`config.mk`:
```
export PLATFORM = sky130hd
export DESIGN_NAME = pconv_sched_c6
export DESIGN_NICKNAME = d
export VERILOG_FILES = /design/src/rtl/pconv_sched_c6_pkg.sv /design/src/rtl/pconv_sched_c6_addr_cnt.sv /design/src/rtl/pconv_sched_c6.sv
export SDC_FILE = /design/constraint.sdc
export NUM_CORES = 1
export LEC_CHECK = 0
export BUFFER_PORTS_ARGS = -buffer_cell sky130_fd_sc_hd__buf_2
export CORE_MARGIN = 4
export CORE_UTILIZATION = 32
export CTS_BUF_LIST = sky130_fd_sc_hd__clkbuf_4 sky130_fd_sc_hd__clkbuf_8 sky130_fd_sc_hd__clkbuf_16
export DETAILED_ROUTE_END_ITERATION = 10
export PLACE_DENSITY = 0.51
export SETUP_SLACK_MARGIN = 0.02
export SYNTH_ARGS = -nofsm -noshare
export SYNTH_HDL_FRONTEND = slang
export SYNTH_SLANG_ARGS = --single-unit
```
`constraint.sdc`:
```
create_clock -name clk -period 2.85 [get_ports clk]
set_input_delay 0.855 -clock clk [delete_from_list [all_inputs] [get_ports clk]]
set_output_delay 0.855 -clock clk [all_outputs]
set_load 0.005 [all_outputs]
```
`src/rtl/pconv_sched_c6_pkg.sv`:
```
// ---------------------------------------------------------------------------
// pconv_pkg
// Shared definitions for the partial-convolution layer sequencers:
//   state_t  - sequencer state encoding (IDLE, ISSUE, DRAIN, DONE)
//   LANES    - number of input-channel lanes in the pconv unit
//   clog2    - ceiling log2 with a floor of 1, used for port widths
// ---------------------------------------------------------------------------
package pconv_pkg;

   localparam int LANES = 6;

   typedef enum logic [1:0] {
      ST_IDLE  = 2'd0,
      ST_ISSUE = 2'd1,
      ST_DRAIN = 2'd2,
      ST_DONE  = 2'd3
   } state_t;

   // Ceiling log2; never returns less than 1 so a degenerate count still
   // yields a legal one-bit bus.
   function automatic int clog2(input int value);
      int result;
      result = 0;
      while ((32'sd1 <<< result) < value) begin
         result = result + 1;
      end
      if (result < 1) begin
         result = 1;
      end else begin
         result = result;
      end
      return result;
   endfunction

endpackage

```
`src/rtl/pconv_sched_c6_addr_cnt.sv`:
```
// ---------------------------------------------------------------------------
// pconv_addr_cnt
// Two-level wrap counter walking (output channel, pixel) pairs. The pixel
// index is the fast digit; the channel advances when the pixel wraps.
// Ports:
//   clk, rst_n  clock, synchronous active-low reset
//   clr         synchronous clear to (0,0); wins over en
//   en          advance one position
//   pix         current pixel index (registered)
//   oc          current output-channel index (registered)
//   last        high while the counter sits on the final pair
// ---------------------------------------------------------------------------
module pconv_addr_cnt #(
   parameter int PIX    = 784,
   parameter int OUT_CH = 8,
   parameter int PA_W   = 10,
   parameter int CA_W   = 3
) (
   input  logic            clk,
   input  logic            rst_n,
   input  logic            clr,
   input  logic            en,
   output logic [PA_W-1:0] pix,
   output logic [CA_W-1:0] oc,
   output logic            last
);

   localparam logic [PA_W-1:0] PIX_MAX = PA_W'(PIX - 1);
   localparam logic [CA_W-1:0] OC_MAX  = CA_W'(OUT_CH - 1);

   logic [PA_W-1:0] pix_r;
   logic [CA_W-1:0] oc_r;

   // Pixel/channel position register with wrap of both digits at the end.
   always_ff @(posedge clk) begin
      if (!rst_n) begin
         pix_r <= '0;
         oc_r  <= '0;
      end else if (clr) begin
         pix_r <= '0;
         oc_r  <= '0;
      end else if (en) begin
         if (pix_r == PIX_MAX) begin
            pix_r <= '0;
            if (oc_r == OC_MAX) begin
               oc_r <= '0;
            end else begin
               oc_r <= oc_r + CA_W'(1);
            end
         end else begin
            pix_r <= pix_r + PA_W'(1);
            oc_r  <= oc_r;
         end
      end else begin
         pix_r <= pix_r;
         oc_r  <= oc_r;
      end
   end

   assign pix  = pix_r;
   assign oc   = oc_r;
   assign last = (pix_r == PIX_MAX) && (oc_r == OC_MAX);

endmodule

```
`src/rtl/pconv_sched_c6.sv`:
```
// ---------------------------------------------------------------------------
// pconv_sched_c6
// Sequencer for one pointwise layer on the six-lane pconv unit. Issues one
// feature/coefficient read per cycle for every (oc, pix) pair, flags the
// returning RAM data to the unit with input_vld, and writes each result the
// unit hands back to address oc*PIX + pix, counting returns rather than
// assuming a pipeline latency.
// Ports:
//   clk, rst_n          clock, synchronous active-low reset
//   start, abort        layer request (idle only) / return to idle
//   busy, done          run in progress / one-cycle completion pulse
//   feat_rd_en/addr     feature RAM read, pixel index
//   coef_rd_en/addr     weight/bias/shift ROM read, output-channel index
//   ce, input_vld       pconv unit enable and input valid
//   conv_vld            pconv unit result valid
//   res_wr_en/addr      result RAM write, linear address
// All outputs are registered and reset to 0.
// ---------------------------------------------------------------------------
module pconv_sched_c6
   import pconv_pkg::*;
#(
   parameter int N       = 16,
   parameter int IN_SIZE = 28,
   parameter int OUT_CH  = 8,
   localparam int PIX    = IN_SIZE * IN_SIZE,
   localparam int PA_W   = clog2(PIX),
   localparam int CA_W   = clog2(OUT_CH),
   localparam int RA_W   = clog2(PIX * OUT_CH)
) (
   input  logic            clk,
   input  logic            rst_n,
   input  logic            start,
   input  logic            abort,
   output logic            busy,
   output logic            done,
   output logic            feat_rd_en,
   output logic [PA_W-1:0] feat_addr,
   output logic            coef_rd_en,
   output logic [CA_W-1:0] coef_addr,
   output logic            ce,
   output logic            input_vld,
   input  logic            conv_vld,
   output logic            res_wr_en,
   output logic [RA_W-1:0] res_wr_addr
);

   localparam logic [RA_W:0] RES_TOTAL = (RA_W + 1)'(PIX * OUT_CH);

   state_t          state_r;
   state_t          state_next_s;
   logic            busy_r;
   logic            done_r;
   logic            rd_en_r;
   logic            input_vld_r;
   logic            res_wr_en_r;
   logic [RA_W-1:0] wr_addr_r;
   logic [RA_W:0]   wr_cnt_r;
   logic [RA_W:0]   wr_cnt_next_s;
   logic            wr_done_s;
   logic            accept_s;
   logic            issue_s;
   logic            last_s;
   logic [PA_W-1:0] pix_s;
   logic [CA_W-1:0] oc_s;

   assign issue_s       = (state_r == ST_ISSUE);
   assign accept_s      = (state_r == ST_IDLE) && start && !abort;
   // The write being presented this cycle counts toward completion, so done
   // lands exactly one cycle after the final write strobe.
   assign wr_cnt_next_s = wr_cnt_r + {{RA_W{1'b0}}, res_wr_en_r};
   assign wr_done_s     = (wr_cnt_next_s == RES_TOTAL);

   pconv_addr_cnt #(
      .PIX    (PIX),
      .OUT_CH (OUT_CH),
      .PA_W   (PA_W),
      .CA_W   (CA_W)
   ) u_addr_cnt (
      .clk   (clk),
      .rst_n (rst_n),
      .clr   (accept_s | abort),
      .en    (issue_s),
      .pix   (pix_s),
      .oc    (oc_s),
      .last  (last_s)
   );

   // Next-state decode; abort overrides every transition, start included.
   always_comb begin
      state_next_s = state_r;
      case (state_r)
         ST_IDLE: begin
            if (start) begin
               state_next_s = ST_ISSUE;
            end else begin
               state_next_s = ST_IDLE;
            end
         end
         ST_ISSUE: begin
            if (last_s) begin
               state_next_s = ST_DRAIN;
            end else begin
               state_next_s = ST_ISSUE;
            end
         end
         ST_DRAIN: begin
            if (wr_done_s) begin
               state_next_s = ST_DONE;
            end else begin
               state_next_s = ST_DRAIN;
            end
         end
         ST_DONE: begin
            state_next_s = ST_IDLE;
         end
         default: begin
            state_next_s = ST_IDLE;
         end
      endcase
      if (abort) begin
         state_next_s = ST_IDLE;
      end else begin
         state_next_s = state_next_s;
      end
   end

   // State, registered strobes and the result address/count counters.
   always_ff @(posedge clk) begin
      if (!rst_n) begin
         state_r     <= ST_IDLE;
         busy_r      <= 1'b0;
         done_r      <= 1'b0;
         rd_en_r     <= 1'b0;
         input_vld_r <= 1'b0;
         res_wr_en_r <= 1'b0;
         wr_addr_r   <= '0;
         wr_cnt_r    <= '0;
      end else begin
         state_r     <= state_next_s;
         busy_r      <= (state_next_s != ST_IDLE);
         done_r      <= (state_next_s == ST_DONE);
         rd_en_r     <= (state_next_s == ST_ISSUE);
         // RAM data arrives one cycle after the read, so the valid follows.
         input_vld_r <= rd_en_r && !abort;
         // Returns outside a run (idle, or in flight after abort) are dropped.
         res_wr_en_r <= conv_vld && busy_r && !abort;
         if (accept_s || abort) begin
            wr_addr_r <= '0;
            wr_cnt_r  <= '0;
         end else begin
            wr_cnt_r <= wr_cnt_next_s;
            if (res_wr_en_r) begin
               wr_addr_r <= wr_addr_r + RA_W'(1);
            end else begin
               wr_addr_r <= wr_addr_r;
            end
         end
      end
   end

   assign busy        = busy_r;
   assign ce          = busy_r;
   assign done        = done_r;
   assign feat_rd_en  = rd_en_r;
   assign coef_rd_en  = rd_en_r;
   assign feat_addr   = pix_s;
   assign coef_addr   = oc_s;
   assign input_vld   = input_vld_r;
   assign res_wr_en   = res_wr_en_r;
   assign res_wr_addr = wr_addr_r;

endmodule
```
== Word-level counts from Yosys, hierarchy flattened ==
Index checks and enable logic that the tools add are counted.

* Reduce and logical (&&, ||, !) cells: 13
* Equal/unequal tests: 8
* Multiply operators: 0
* $lt $le $gt $ge: 0
* Muxes and demuxes: 7
* Div/mod/pow operators: 0
* Add/subtract/negate cells: 4
* Shift-type cells: 0
* Bitwise gates (word level): 2

{| class="wikitable"
|+ Operators with widths
! kind !! number
|-
| 14-bit by 1-bit adder with 14-bit output || 1
|-
| 14-bit by 13-bit equality test with 1-bit output, second input constant || 1
|-
| 13-bit by 1-bit adder with 13-bit output, second input constant || 1
|-
| 10-bit by 1-bit adder with 10-bit output, second input constant || 1
|-
| 10-bit equality test, second input constant || 1
|-
| 10-bit 2-to-1 mux || 1
|-
| 2-bit one-hot mux with 4 select lines || 1
|-
| 2-bit equality test, second input constant || 3
|-
| 1-bit logical AND || 6
|-
| 2-bit by 1-bit equality test with 1-bit output, second input constant || 2
|-
| 2-bit 2-to-1 mux || 2
|-
| 2-bit OR reduction || 2
|-
| 3-bit by 1-bit adder with 3-bit output, second input constant || 1
|-
| 3-bit equality test, second input constant || 1
|-
| 3-bit 2-to-1 mux || 1
|-
| 2-bit logical NOT || 1
|-
| 1-bit 2-to-1 mux || 2
|-
| 2-bit AND reduction || 1
|-
| 2-bit nonzero test || 1
|-
| 1-bit logical NOT || 1
|-
| 1-bit logical OR || 1
|-
| 1-bit NOT || 1
|-
| 1-bit OR || 1
|}

* Logic and storage cells: 44
* Output and inout port bits: 33
* Memory bits (read-only): 0
* Latch bits: 0
* Bits of input ports: 5
* Memories kept: 0
* Bits in writable memories: 0
* Register bits: 47

== Logic depth before layout (Yosys ltp) ==
Gate-level depths: netlist of the first run.

* Word-level depth: 6
* Depth in mapped cells: 8

== Hierarchy ==
Synthesis of the first run repeated with hierarchy kept, for this count alone.

* Cell total of the unflattened synthesis: 255
* Area total of the unflattened synthesis: 2243.4 um^2

{| class="wikitable"
|+ Modules (own cells, without submodules)
! module !! area each (um^2) !! sequential area each (um^2) !! instances !! cells an instance
|-
| pconv_sched_c6 || 1587.8 || 680.7 || 1 || 184
|-
| pconv_addr_cnt || 655.6 || 260.2 || 1 || 71
|}

== Least setup slack after synthesis of the first run ==
OpenSTA, ideal clock, no wires.

* Path type: reg-to-reg
* From: reg res_wr_en_r, in the netlist res_wr_en
* To: reg state_r[0]
* Data required time: 2754 ps
* Arrival time: 1968 ps
* Cell stages (with the launch flop): 9
* Period minus slack after synthesis: 2064 ps
* Path buffers: 1
* Path slack: 786 ps
* Setup time: 96 ps
* Cell sequence: dfxtp_1 > ha_1 > ha_1 > buf_2 > nand2_2 > or3_1 > o31ai_1 > o2111ai_2 > o41ai_2

* Cells in the longest elaborated chain, start to end: 5

{| class="wikitable"
|+ Ends and longest elaborated chain
! item !! RTL line !! text
|-
| from (decl) || pconv_sched_c6.sv:55 || <nowiki>logic res_wr_en_r;</nowiki>
|-
| from (signal assigned) || pconv_sched_c6.sv:146 || <nowiki>res_wr_en_r <= conv_vld && busy_r && !abort;</nowiki>
|-
| 14-bit by 1-bit adder with 14-bit output || pconv_sched_c6.sv:70 || <nowiki>assign wr_cnt_next_s = wr_cnt_r + {{RA_W{1'b0}}, res_wr_en_r};</nowiki>
|-
| 14-bit by 13-bit equality test with 1-bit output || pconv_sched_c6.sv:71 || <nowiki>assign wr_done_s = (wr_cnt_next_s == RES_TOTAL);</nowiki>
|-
| 1-bit 2-to-1 mux || pconv_sched_c6.sv:107 || <nowiki>if (wr_done_s) begin</nowiki>
|-
| 2-bit one-hot mux with 4 select lines || pconv_sched_c6.sv:91 || <nowiki>case (state_r)</nowiki>
|-
| 2-bit 2-to-1 mux || pconv_sched_c6.sv:120 || <nowiki>if (abort) begin</nowiki>
|-
| to (signal assigned) || pconv_sched_c6.sv:139 || <nowiki>state_r <= state_next_s;</nowiki>
|-
| to (decl) || pconv_sched_c6.sv:49 || <nowiki>state_t state_r;</nowiki>
|}

Every way passes these cells.
A chain may end at the register's enable or synchronous reset.

== Worst setup path in the final report of the first run ==
Ends and elaborated chain as after synthesis.

==> results of run 1 <==
[state kept, by name, indices dropped and copies added, names as in the netlist]
name            flops
res_wr_addr        13
u_addr_cnt.oc       3
wr_cnt_r           14
coef_rd_en          1
u_addr_cnt.pix     10
busy                1
done                1
res_wr_en           1
input_vld           1
state_r             2
[where the power goes]
group / internal (W) / switching (W)
clock network: 0.000261 / 0.000230
logic: 0.0000109 / 0.0000170
registers: 0.000659 / 0.00000283
total: 0.000931 / 0.000249
[cells in the mapped netlist, drive strengths merged (3+ instances only)]
| cell type | number |
|---|---|
| nor2 | 52 |
| dfxtp | 47 |
| nand2 | 19 |
| xor2 | 16 |
| xnor2 | 15 |
| nand4 | 13 |
| buf | 8 |
| inv | 7 |
| a21oi | 6 |
| and3 | 6 |
| ha | 6 |
| nand3 | 6 |
| and4 | 4 |
| mux2i | 4 |
| nor4 | 4 |
| or3 | 4 |
| and2 | 3 |
| clkbuf | 3 |
| nor2b | 3 |
| o21ai | 3 |
[worst paths after layout]
path | start | endpoint | slack [ns] | cells past startpoint
max | res_wr_en | state_r[0] | 0.53 | 7
max reg2reg | res_wr_en | state_r[0] | 0.53 | 7
min | coef_rd_en | input_vld | 0.44 | 2
min reg2reg | coef_rd_en | input_vld | 0.44 | 2
[layer usage]
layer  wire [um]  up-vias
li1            -      937
met1        2210      812
met2        1990       32
met3         156        5
met4          64        0
met5           0        -
[worst max-delay path, stage by stage (launching register included)]
cell       delay (ns)
dfxtp_1          0.49
ha_1             0.27
ha_1             0.35
and2_1           0.27
a21oi_1          0.09
o31ai_1          0.26
o2111ai_2        0.21
o41ai_2          0.30
[cell type report]
class	count	share of cell area
Clock buffer	5	0.0268
Tap cell	80	0.0389
Inverter	7	0.0102
Timing Repair Buffer	39	0.0779
Clock inverter	3	0.0170
Sequential cell	47	0.366
Multi-Input combinational cell	187	0.463
[stage by stage]
stage          area [um^2]  hold WS, ns  worst slack (ns)
2_1_floorplan         2220        0.438             0.786
3_3_place_gp          2460        0.423             0.620
3_5_place_dp          2460        0.429             0.542
4_1_cts               2570        0.442             0.511
5_1_grt               2570        0.483             0.293
6_report              2570        0.437             0.527
[cell families after synthesis]
group / count (synthesis) / synth area share
and+or+nand+nor: 125 / 0.286
DFF: 47 / 0.424
xor gates and xnor gates: 31 / 0.122
AOI/OAI and AO/OA: 21 / 0.0768
buffers and inverters: 18 / 0.0384
adders and majority gates: 6 / 0.0339
muxes: 4 / 0.0181
==> metrics.txt, run 1 <==
ys flop type=dfxtp_1; pwr dens=459 nW/um^2; Fin. Hold Viols=0; final cell count without fillers=368; die area=between 8000 and 9000 um^2; starting density of the core=0.328; CTS Hold Buffers Added=0; # setup viols final=0; Crit path arrival time=2.53 ns; largest cells by area after synthesis=dfxtp_1 (42%), nor2_1 (8.8%), xor2_1 (6.3%); Leak=0.957 nW; CP Class=register to register; met1 usage=0.156; post-CTS setup buffers=0; largest net degree at the start of global routing=32; Pins Over Slew Limit=0; met3 Use GR=0.0265; post-route ant nets=0; CTS root buf=clkbuf_8; final period demand of the worst path=roughly 2.3 ns; register clock-pin slew on the reported worst setup and hold paths=approximately 0.09 ns; Hold/Removal Path Class=register to register; syn_area_per_cell=approximately 8.8 um^2; clock skew=0.0106 ns; drt via density=approximately 4.9; GR Util met2=0.178; Achievable Freq=around 430 MHz; post-synthesis cell area=between 2000 and 2500 um^2; grt ovf=0; Critical Path End Type=register; FF+latch count, synth=47; Core Region=6760 um^2; antenna violations before repair=0; fill cell count=between 700 and 800; combined area of the multi-input logic cells=about 1200 um^2; number of I/O pins=38; worst-path maximum fanout=8; TritonRoute pass-1 iters=4; commonest non-fill, non-tap cell in the layout=nor2_1; HPWL after DPL=around 3200 um; DIE WIDTH=just over 90 um; Post-Place Cells=360; crit path launch type=register; Area Growth Syn to Fin=16.0%; Nets=298; Post-Syn Instances=~250; share of cells above drive strength 1=0.194; die height=between 90 and 100 um; number of synthesized flops with an enable pin=0; max_cap viols=0; area occupied by registers=941 um^2; Clock Path Buffers=2; asr flop ratio synth=0; global-route wire length before repair=8010 um; outcome=finished, final reports clean; # rows=30; Post-CTS Resized=0; Seq/Total Area, Yosys=0.424; vias post-DR=1786; Clock Latency Late Sink=roughly 0.3 ns; CTS tree=done; Post-Syn Nets=roughly 260; RSZ-0062 raised after global routing=no; fin util=0.381; Remaining DRCs=0; Final TNS setup=0 ns; routed len/inst=about 12 um; 1st-iter DRT viols=between 50 and 60; Port Buffers=37; Least-Margin Pin Slew=approximately 0.42 ns; area share of the largest cell type after synthesis=0.424; Antenna Cells=0; Synth area leader=dfxtp_1; most frequent cells in the layout=nor2_1 (52), dfxtp_1 (47), buf_2 (37); CP required=~3.1 ns; Detailed Route WL=~4400 um; Yosys Warn Count=0; final worst path period share=0.815; CTS sink cnt=47; Tot Pwr=0.00118 W; H-tree Lvls=2; Num CTS Buffers=5; global-route usage over all layers=0.115; vias in the first global route=between 1500 and 2000; Cell variety after synth=44; routability-driven placement congestion ratio=slightly below 0.8; GR peak layer=met2; peak supply drop=0.166 mV; Slew headroom=0.714
Note: power is estimated with default switching activity, not from simulation.
==> inputs of run 2 (changes only) <==
Clock period 2.85 ns to 2.2 ns, I/O delays scaled along.
==> run 2 against run 1 <==
Flip-flop and latch count is the same. Clock power grew 13%. Cell count grew 0.54%. Critical endpoint unchanged. Cell area grew 0.54%. Non-clock buffer count grew 2. Via count grew 1.7%. Sequential share of layout area shrank 0.19 points. Sequential power grew 29%. Power grew 23%.
==> metrics.txt, run 2 (same netlist as run 1, synthesis figures left out) <==
Final TNS setup=0 ns (unchanged); antenna violations before repair=0 (unchanged); vias post-DR=1816 (+1.7%); post-route ant nets=0 (unchanged); grt ovf=0 (unchanged); starting density of the core=0.328 (unchanged); largest net degree at the start of global routing=32 (unchanged); Final Cell Area=2580 um^2 (+0.54%); Least-Margin Pin Slew=0.401 ns (-0.0243 ns); Achievable Freq=503 MHz (+17%); 1st-iter DRT viols=84 (+62%); register clock-pin slew on the reported worst setup and hold paths=0.08 ns (about the same); global-route usage over all layers=0.117 (+0.00128); die height=91.2 um (unchanged); pwr dens=562 nW/um^2 (+22%); RSZ-0062 raised after global routing=no; Clock Path Buffers=2 (unchanged); CTS root buf=clkbuf_8; share of cells above drive strength 1=0.203 (+0.00900); Tot Pwr=0.00145 W (+23%); max FFs per register=14 (unchanged); peak supply drop=0.222 mV (+33%); Critical Path End Type=register; Clock Latency Late Sink=0.30 ns (about the same); Antenna Cells=0 (unchanged); # rows=30 (unchanged); WP buf/inv=0 (unchanged); Remaining DRCs=0 (unchanged); Hold/Removal Path Class=register to register; number of I/O pins=38 (unchanged); drt via density=4.91 (+1.1%); Num CTS Buffers=5 (unchanged); outcome=finished, final reports clean; Slew headroom=0.731 (+0.0164); CP required=2.41 ns (-0.65 ns); Most flops, register=wr_cnt_r; most frequent cells in the layout=nor2_1 (52), dfxtp_1 (47), buf_2 (37); routability-driven placement congestion ratio=0.745 (-4.3%); CP cell instances=ha_1, ha_4, and2_1, a21oi_1, o31ai_1, o2111ai_2, o41ai_2; crit path launch type=register; Post-Place Cells=362 (+0.56%); worst hold path stage count=2 (unchanged); Post-CTS Resized=0 (unchanged); CTS Hold Buffers Added=0 (unchanged); final cell count without fillers=370 (+0.54%); final worst path period share=0.904 (+0.0893); clock skew=0.0116 ns (+0.000973 ns); CP top delay family=compound AO/OA/AOI/OAI gates; dpl cell area=2470 um^2 (+0.61%); Nets=300 (+0.67%); R2R depth=7 (unchanged); DIE WIDTH=91.2 um (unchanged); CP Class=register to register; post-CTS setup buffers=0 (unchanged); routed len/inst=12.4 um (+3.3%); TritonRoute pass-1 iters=4 (unchanged); Crit path largest cell delay=0.34 ns (-0.15 ns); vias in the first global route=1715 (+1.4%); Crit path arrival time=2.19 ns (-0.34 ns); Core Region=6760 um^2 (unchanged); worst-path maximum fanout=8 (unchanged); Port Buffers=37 (unchanged); CTS tree=done; Stages on worst setup path=7 (unchanged); worst hold slack=0.443 ns (+0.00607 ns); Area Growth Syn to Fin=16.6%; Crit-path slowest cell=dfxtp_1; global-route wire length before repair=7990 um (-0.25%); final period demand of the worst path=1.99 ns (-0.333 ns); H-tree Lvls=2 (unchanged); commonest non-fill, non-tap cell in the layout=nor2_1; Detailed Route WL=4590 um (+3.8%); die area=8320 um^2 (unchanged); # setup viols final=0 (unchanged); max_cap viols=0 (unchanged); HPWL after DPL=3340 um (+3.4%); CTS sink cnt=47 (unchanged); Leak=0.953 nW (-0.40%); Fin. Hold Viols=0 (unchanged); Pins Over Slew Limit=0 (unchanged)
## run 2: area by class of cell
cell class / instances / area [um^2]
Clock buffer: 6 / 82.6
Clock inverter: 2 / 16.3
Fill cell: 702 / 4170
Inverter: 7 / 26.3
Multi-Input combinational cell: 187 / 1200
Sequential cell: 47 / 941
Tap cell: 80 / 100
Timing Repair Buffer: 41 / 215
## run 2: tightest hold or removal path: stages (launching register included)
cell     delay [ns]
dfxtp_1        0.32
inv_1          0.05
nor2_1         0.03
## run 2: final timing paths
check / slack (ns) / startpoint / endpoint
hold / removal: 0.44 / coef_rd_en / input_vld
hold reg to reg: 0.44 / coef_rd_en / input_vld
setup / recovery: 0.21 / res_wr_en / state_r[0]
setup reg to reg: 0.21 / res_wr_en / state_r[0]
## run 2: through the flow
stage	worst slack (ns)	utilization
final	0.210	0.383
after global routing	0.0720	0.383
after CTS	0.0861	0.381
after detailed placement	0.117	0.366
after global placement	0.166	0.366
after floorplan	0.136	-
## run 2: power by group
group / leakage, nW / switching, W / internal (W)
clock network: 0.0474 / 0.000301 / 0.000257
registers: 0.379 / 0.00000337 / 0.000854
logic: 0.526 / 0.0000228 / 0.0000156
## run 2: metal layers
metal | track usage | share of wire
met1 | 0.144 | 0.48
met2 | 0.194 | 0.47
met3 | 0.0348 | 0.039
met4 | 0.0377 | 0.014
met5 | 0 | 0
==> inputs of run 3 (changes only) <==
Settings changed: ABC_AREA from default to 1, CELL_PAD_IN_SITES_DETAIL_PLACEMENT from default to 0, CELL_PAD_IN_SITES_GLOBAL_PLACEMENT from default to 2, CORE_UTILIZATION 32 to 30, PLACE_DENSITY 0.51 to 0.78.
==> run 3 against run 2 <==
Utilization decreased by 0.84 points. Area after synthesis decreased by 1.4%. Highest routed layer unchanged. First-iteration DRC count shrank 1.2%. Via count rose by 7.4%. Wire length rose by 6.3%. Global-route usage about the same. Largest cell class unchanged. Largest power group unchanged. Synthesized cell count rose by 22%. Critical endpoint is now done. Critical path type unchanged.
==> metrics.txt, run 3 <==
outcome=finished, final reports clean; CTS root buf=clkbuf_8; commonest non-fill, non-tap cell in the layout=nand2_1; starting density of the core=0.315 (-0.0132); post-synthesis cell area=2190 um^2 (-1.4%); die height=93.4 um (+2.4%); fill cell count=765 (+9.0%); Fin. Hold Viols=0 (unchanged); vias in the first global route=1758 (+2.5%); Hold/Removal Path Class=register to register; antenna violations before repair=0 (unchanged); Area Growth Syn to Fin=18.8%; Post-Place Cells=440 (+22%); ys flop type=dfxtp_1; Crit path arrival time=2.04 ns (-0.15 ns); CTS tree=done; Clock Latency Late Sink=0.30 ns (about the same); CP Class=register to register; Commonest cells post-synth=nand2_1 (73), dfxtp_1 (47), inv_1 (45), nor2_1 (42), a21oi_1 (17); area share of the largest cell type after synthesis=0.430 (+0.00583); CTS sink cnt=47 (unchanged); Clock Path Buffers=2 (unchanged); final period demand of the worst path=1.80 ns (-0.189 ns); 1st-iter DRT viols=83 (-1.2%); post-CTS setup buffers=0 (unchanged); number of synthesized flops with an enable pin=0 (unchanged); Synth area leader=dfxtp_1; clock skew=0.00320 ns (-0.00841 ns); register clock-pin slew on the reported worst setup and hold paths=0.09 ns (about the same); Num CTS Buffers=5 (unchanged); HPWL after DPL=3760 um (+13%); Most flops, register=wr_cnt_r; global-route usage over all layers=0.116 (-0.000321); routability-driven placement congestion ratio=0.736 (-1.2%); Port Buffers=37 (unchanged); RSZ-0062 raised after global routing=no; final cell count without fillers=447 (+21%); worst-path maximum fanout=4 (-4); Cell variety after synth=27 (-39%); Detailed Route WL=4880 um (+6.3%); routed len/inst=10.9 um (-12%); Seq/Total Area, Yosys=0.430 (+0.00583); FF+latch count, synth=47 (unchanged); Slew headroom=0.758 (+0.0271); vias post-DR=1950 (+7.4%); most frequent cells in the layout=nand2_1 (73), dfxtp_1 (47), inv_1 (45); Antenna Cells=0 (unchanged); # setup viols final=0 (unchanged); max_cap viols=0 (unchanged); Nets=362 (+21%); TritonRoute pass-1 iters=4 (unchanged); area occupied by registers=941 um^2 (unchanged); Least-Margin Pin Slew=0.360 ns (-0.0407 ns); Yosys Warn Count=0 (unchanged); crit path launch type=register; peak supply drop=0.259 mV (+17%); Final TNS setup=0 ns (unchanged); worst reg2reg setup slack=0.40 ns (+0.19 ns); largest cells by area after synthesis=dfxtp_1 (43%), nand2_1 (13%), inv_1 (7.7%); DIE WIDTH=93.4 um (+2.4%); final worst path period share=0.819 (-0.0858); Critical Path End Type=register; Post-Syn Nets=319 (+21%); CTS Hold Buffers Added=0 (unchanged); largest net degree at the start of global routing=19 (-41%); # rows=30 (unchanged); grt ovf=0 (unchanged); drt via density=4.36 (-11%); Achievable Freq=555 MHz (+10%); Post-CTS Resized=0 (unchanged); Pins Over Slew Limit=0 (unchanged); share of cells above drive strength 1=0.174 (-0.0297); H-tree Lvls=2 (unchanged); syn_area_per_cell=7.10 um^2 (-19%); Remaining DRCs=0 (unchanged); CP required=2.44 ns (+0.03 ns); combined area of the multi-input logic cells=1050 um^2 (-13%); Post-Syn Instances=308 (+22%); post-route ant nets=0 (unchanged); global-route wire length before repair=8060 um (+0.86%); count leader, synth=nand2_1; number of I/O pins=38 (unchanged); max FFs per register=14 (unchanged); asr flop ratio synth=0 (unchanged); pwr dens=591 nW/um^2 (+5.1%); Leak=1.05 nW (+10%); Core Region=6940 um^2 (+2.8%); die area=8720 um^2 (+4.8%)
==> run 3: cell families (layout without fill, tap and decap cells) <==
logic type | count (synthesis) | count (layout) | synth area share
AND/OR/NAND/NOR | 165 | 165 | 0.337
buffers and inverters | 50 | 93 | 0.0892
XOR/XNOR | 4 | 4 | 0.0160
adder cells (fa/ha/maj) | 6 | 6 | 0.0343
AO/OA/AOI/OAI | 36 | 36 | 0.0932
flip-flops | 47 | 47 | 0.430
==> run 3: stage by stage <==
stage / total power [W] / util / worst slack [ns] / instance area [um^2] / hold slack [ns]
after detailed placement: 0.000924 / 0.359 / 0.386 / 2490 / 0.456
after floorplan: 0.000906 / - / 0.448 / 2190 / 0.438
final: 0.00154 / 0.374 / 0.399 / 2600 / 0.465
after global placement: 0.000924 / 0.359 / 0.381 / 2490 / 0.447
after global routing: 0.00160 / 0.374 / 0.127 / 2600 / 0.505
after CTS: 0.00157 / 0.374 / 0.367 / 2600 / 0.471
==> run 3: power by group <==
part           switching, W  leakage [nW]  internal (W)
sequential       0.00000311         0.379      0.000854
combinational     0.0000293         0.618     0.0000160
clock              0.000288        0.0547      0.000346
==> run 3: area by class of cell <==
cell class / instances / share of cell area
Clock buffer: 6 / 0.0294
Clock inverter: 1 / 0.0116
Inverter: 46 / 0.0664
Multi-Input combinational cell: 211 / 0.404
Sequential cell: 47 / 0.362
Tap cell: 96 / 0.0462
Timing Repair Buffer: 40 / 0.0799
==> run 3: worst max-delay path, stage by stage (launching register included) <==
cell and delay [ns]:
dfxtp_1 0.34, ha_1 0.21, ha_1 0.20, nand3_1 0.12
o21ai_0 0.22, nand2_1 0.07, nor2_1 0.13, nand2_1 0.07
nor2_1 0.08, nand3_1 0.07, nand2_1 0.08, nand2_2 0.07
nor2_1 0.08
==> run 3: final timing paths <==
path                            startpoint   endpoint  cells after the start
worst max-delay path             res_wr_en       done                     12
worst min-delay path            coef_rd_en  input_vld                      2
worst max register to register   res_wr_en       done                     12
worst min register to register  coef_rd_en  input_vld                      2
==> run 3: layer usage <==
metal / share of wire / wire length, um / vias to the layer above / track usage
met4: 0.012 / 59 / 0 / 0.0366
met5: 0 / 0 / - / 0
met1: 0.51 / 2490 / 836 / 0.158
met3: 0.043 / 208 / 7 / 0.0290
li1: - / - / 1068 / -
met2: 0.44 / 2120 / 39 / 0.181
